## config.mk

```make
export PLATFORM = sky130hd
export DESIGN_NAME = conv_sequencer
export DESIGN_NICKNAME = d
export VERILOG_FILES = /design/src/rtl/conv_sequencer.sv
export SDC_FILE = /design/constraint.sdc
export NUM_CORES = 1
export LEC_CHECK = 0
export BUFFER_PORTS_ARGS = -buffer_cell sky130_fd_sc_hd__clkbuf_2
export CELL_PAD_IN_SITES_DETAIL_PLACEMENT = 1
export CELL_PAD_IN_SITES_GLOBAL_PLACEMENT = 1
export CORE_ASPECT_RATIO = 0.75
export CORE_MARGIN = 2
export CORE_UTILIZATION = 48
export DETAILED_ROUTE_END_ITERATION = 8
export GPL_ROUTABILITY_DRIVEN = 0
export PLACE_DENSITY_LB_ADDON = 0.05
export SLEW_MARGIN = 20
export SYNTH_ARGS = -nofsm -noshare
export SYNTH_HDL_FRONTEND = slang
export SYNTH_SLANG_ARGS = --single-unit
```

## constraint.sdc

```tcl
create_clock -name clock -period 3.01 [get_ports clock]
set_clock_uncertainty 0.2 [all_clocks]
set_input_delay 0.301 -clock clock [delete_from_list [all_inputs] [get_ports clock]]
set_output_delay 0.301 -clock clock [all_outputs]
set_load 0.02 [all_outputs]
```

## src/rtl/conv_sequencer.sv

```systemverilog
// conv_sequencer: pixel-stream frame controller that feeds the conv window registers and tags valid tree outputs
module conv_sequencer #(
    parameter int IMG_W      = 32,
    parameter int IMG_H      = 32,
    parameter int KERNEL_W   = 3,
    parameter int KERNEL_H   = 3,
    parameter int MA_LATENCY = 4,
    parameter int COL_W      = $clog2(IMG_W),
    parameter int ROW_W      = $clog2(IMG_H)
) (
    input  logic             clock,
    input  logic             reset,
    input  logic             start,
    input  logic             in_valid,
    output logic             in_ready,
    input  logic [7:0]       pixel_in,
    output logic [7:0]       conv_pixel,
    output logic             conv_shift_en,
    output logic             out_valid,
    output logic [ROW_W-1:0] out_row,
    output logic [COL_W-1:0] out_col,
    output logic             busy,
    output logic             done
);
    localparam int LAT   = MA_LATENCY + 2;
    localparam int CNT_W = $clog2(LAT + 1);
    localparam logic [COL_W-1:0] W1  = COL_W'(IMG_W - 1);
    localparam logic [ROW_W-1:0] H1  = ROW_W'(IMG_H - 1);
    localparam logic [COL_W-1:0] KW1 = COL_W'(KERNEL_W - 1);
    localparam logic [ROW_W-1:0] KH1 = ROW_W'(KERNEL_H - 1);
    localparam logic [CNT_W-1:0] CNT_LAST = CNT_W'(LAT - 1);

    typedef enum logic [1:0] {S_IDLE, S_FEED, S_DRAIN, S_DONE} state_t;
    state_t state;

    logic [ROW_W-1:0] row;
    logic [COL_W-1:0] col;
    logic [CNT_W-1:0] cnt;
    logic [LAT-1:0]   v_pipe;
    logic [ROW_W-1:0] r_pipe [LAT];
    logic [COL_W-1:0] c_pipe [LAT];
    logic accept, tag, last_px;

    assign in_ready  = state == S_FEED;
    assign accept    = in_valid && in_ready;
    assign tag       = accept && row >= KH1 && col >= KW1;
    assign last_px   = row == H1 && col == W1;
    assign out_valid = v_pipe[LAT-1];
    assign out_row   = r_pipe[LAT-1];
    assign out_col   = c_pipe[LAT-1];

    // Coordinates ride the delay line zeroed when untagged, so the outputs read 0 whenever out_valid is low
    always_ff @(posedge clock or negedge reset) begin
        if (!reset) begin
            state         <= S_IDLE;
            row           <= '0;
            col           <= '0;
            cnt           <= '0;
            conv_pixel    <= '0;
            conv_shift_en <= 1'b0;
            busy          <= 1'b0;
            done          <= 1'b0;
            v_pipe        <= '0;
            for (int i = 0; i < LAT; i++) begin
                r_pipe[i] <= '0;
                c_pipe[i] <= '0;
            end
        end else begin
            conv_shift_en <= accept;
            if (accept) conv_pixel <= pixel_in;
            v_pipe    <= {v_pipe[LAT-2:0], tag};
            r_pipe[0] <= tag ? row - KH1 : '0;
            c_pipe[0] <= tag ? col - KW1 : '0;
            for (int i = 1; i < LAT; i++) begin
                r_pipe[i] <= r_pipe[i-1];
                c_pipe[i] <= c_pipe[i-1];
            end
            done <= 1'b0;
            case (state)
                S_IDLE: if (start) begin
                    state <= S_FEED;
                    row   <= '0;
                    col   <= '0;
                    busy  <= 1'b1;
                end
                S_FEED: if (accept) begin
                    col <= col == W1 ? '0 : col + 1'b1;
                    row <= col == W1 ? row + 1'b1 : row;
                    if (last_px) begin
                        state <= S_DRAIN;
                        cnt   <= '0;
                    end
                end
                S_DRAIN: if (cnt == CNT_LAST) begin
                    state <= S_DONE;
                    done  <= 1'b1;
                    busy  <= 1'b0;
                end else begin
                    cnt <= cnt + 1'b1;
                end
                default: state <= S_IDLE;
            endcase
        end
    end
endmodule

```

==> results.toml <==
[sta]
max_slew_margin_pct = 43.13
worst_pin_slew_ps = 850.8
fin_crit_sh_pct = 77.14
period_needed_ps = 2322
hold_viol_final = 0
drv_slew = 0
rsz0062_at_grt = "no"
setup_violations = 0
fin_worst_hold_slack_ps = 130.3
fmaxAchievable_mhz = 430.7
tns_ps = 0

[final_layout]
layout_commonest_cell = "dfrtp_1"
seq_area_um2 = 2302
nFillCells = 679
fin_nets = 303
multiInputGateArea_um2 = 868.3
n_antenna_cell = 0
final_cells = 364
drive_gt1_share_pct = 22.86
final_util_pct = 56.47
area_growth_pct = 14.42
layout_common_cells = "dfrtp_1, clkbuf_2, inv_1, ha_1, nor3_1"

[setup_path]
start_kind = "register"
crit_fanout = 7
reg2reg_depth = 6
crit_path_end_kind = "register"
worstPathArrival_ps = 2360
path_cells = "ha_1 > and3_1 > ha_1 > nand3_4 > a211oi_1 > mux2_2"
critPathKind = "register to register"
critPathTopFamily = "flip-flops"
worst_path_most_repeated_cell = "ha_1"
r2r_end = "state[1]$_DFFE_PN0P_"
worstReg2RegStart = "col[1]$_DFFE_PN0P_"
r2r_slack_ps = 690
cp.required_ps = 3050
crit_slowest_cell = "dfrtp_1"
slowest_delay_ps = 470
critical_path_buf_inv_count = 0

[grt]
gr-total-overflow = 0
grt_antenna_before_repair = 0
grt_pass1_vias = 1923
grt_pass1_wl_um = 9121
grt.total_usage_pct = 15.56
grt_max_degree = 52

[drt]
dr.pass1.iters = 4
wl_um = 5318
drtIter0Drc = 50
vias_per_cell = 5.025
via_count = 1829
drc = 0
wl_per_cell_um = 14.61
ant_nets = 0

[power]
swShare_pct = 29.10
comb_power_share_pct = 17.0
internal_power_uw = 2041
ir_worst_vdd_uv = 329.6
power.density_nw_per_um2 = 753.5
pwr-share-clk_pct = 25.3
pwr-share-seq_pct = 57.7
power.switching_uw = 838.0
leakagePower_uw = 0.001907

[placement]
place_inst = 339
portBuffers = 34
hpwl_um = 3579

[yosys]
async_flop_share_pct = 100.0
synth_warnings = 0
synth_cell_types = 42
syn_area_um2 = 3339
synth_cells = 233
synth_ff_type = "dfrtp_1"
synth_area_per_cell_um2 = 14.33
syn_nets = 261
synth-edff-count = 0
ys_ff_latch = 92
ys_seq_area_share_pct = 68.94

[cts]
clkSlewWorstSetupHoldPaths_ps = 90
cts_setup_buffers = 0
h-tree-depth = 3
clock-sinks = 92
cts_tree = "done"
cts_made_buffers = 9
cts_buffer_depth = 2
clkLatencyLatePin_ps = 350
cts-root-buf = "clkbuf_8"

[worst_hold_path]
hold_start = "start"
hold_path_class = "primary input to register"
hold_depth = 3
hold_end = "busy$_DFFE_PN0P_"

[floorplan]
die_width_um = 100.3
die_height_um = 76.24
die_area_um2 = 7648
pin_count = 35
std_cell_rows = 26
start_util_pct = 49.35
core_area_um2 = 6766

[run_status]
status = "finished clean"

[job]
drv_cap = 0
-- through the flow --
| stage | setup slack (ps) | instance area [um2] | power [uW] |
|---|---|---|---|
| global route | 542.2 | 3821 | 3058 |
| floorplan | 885.9 | 3339 | 2023 |
| detailed placement | 676.4 | 3555 | 2179 |
| global placement | 741.3 | 3555 | 2144 |
| CTS | 661.1 | 3821 | 2929 |
| finish | 688.1 | 3821 | 2879 |
-- logic make-up after synthesis --
kind of cell               synth area share, %
AOI/OAI and AO/OA                        7.044
xor gates and xnor gates                 1.049
adders and majority gates                5.995
buffers and inverters                    5.058
DFF                                      68.94
muxes                                    4.833
and+or+nand+nor                          7.082
-- Yosys cell counts (2+ instances only) --
cell       number  share of area, %
a21boi_0        2              0.45
ha_1           16               6.0
and3_1          3              0.56
nor3_1         12               1.8
nor2b_1         3              0.56
inv_1          17               1.9
nand3b_1        2              0.45
a21o_1          2              0.45
o31ai_1         2              0.45
nand2b_1        3              0.56
buf_2           3              0.45
o21ai_0         3              0.45
a21boi_1        2              0.45
nor2_1          4              0.45
xnor2_1         4               1.0
a211oi_1        4              0.90
o22ai_1         2              0.37
a21oi_1         2              0.30
buf_4          11               2.5
mux2_2          9               3.0
clkbuf_1        2              0.22
dfrtp_1        92                69
o2bb2ai_1       2              0.52
nand3_1         2              0.30
mux2i_1         6               1.8
nand2_1         7              0.79
-- timing repair --
action | 4_1_cts | 5_1_grt
gates resized for setup | 0 | 0
hold endpoints to repair | 58 | 0
hold buffers | 9 | 0
-- cell type report --
class | instances | area share (%)
sequential | 92 | 60.25
multi-input combinational | 108 | 22.72
timing repair buffer | 47 | 7.990
clock buffer | 10 | 3.340
tap | 84 | 2.750
inverter | 17 | 1.670
clock inverter | 6 | 1.277
-- layer usage --
layer | wire, um | share of wire (%) | track usage, % | vias up
met4 | 79 | 1.5 | 6.575 | 0
met5 | 0 | 0 | 0 | -
li1 | - | - | - | 863
met1 | 2546 | 48 | 20.06 | 927
met2 | 2470 | 46 | 24.77 | 32
met3 | 221 | 4.2 | 4.404 | 7
-- worst reg2reg max path, cell delays in order, from the launching register on --
cell      delay, ps
dfrtp_1         470
ha_1            240
and3_1          160
ha_1            230
nand3_4         140
a211oi_1        400
mux2_2          380
-- power groups by stage --
| stage | clock network (uW) | registers (uW) | logic (uW) |
|---|---|---|---|
| 2_1_floorplan | 0 | 1660 | 359 |
| 6_report | 730 | 1660 | 489 |
| 4_1_cts | 764 | 1670 | 498 |
| 3_5_place_dp | 0 | 1690 | 487 |
| 3_3_place_gp | 0 | 1670 | 473 |
| 5_1_grt | 810 | 1700 | 547 |
-- state kept, by name, summed over array words and instances (netlist names) --
name,cells
c_pipe,25
r_pipe,25
conv_pixel,8
v_pipe,6
col,5
out_col,5
out_row,5
row,5
cnt,3
state,2
busy,1
conv_shift_en,1
done,1
-- worst max path at each step --
| stage | startpoint | end | cells after the start |
|---|---|---|---|
| final | col[1]$_DFFE_PN0P_ | state[1]$_DFFE_PN0P_ | 6 |
| after floorplan | col[1]$_DFFE_PN0P_ | state[1]$_DFFE_PN0P_ | 6 |
| after global routing | col[1]$_DFFE_PN0P_ | state[1]$_DFFE_PN0P_ | 6 |
| after global placement | col[1]$_DFFE_PN0P_ | state[1]$_DFFE_PN0P_ | 6 |
| after CTS | col[1]$_DFFE_PN0P_ | state[1]$_DFFE_PN0P_ | 6 |
| after detailed placement | col[1]$_DFFE_PN0P_ | state[1]$_DFFE_PN0P_ | 6 |
(Power assumes the default switching activity.)
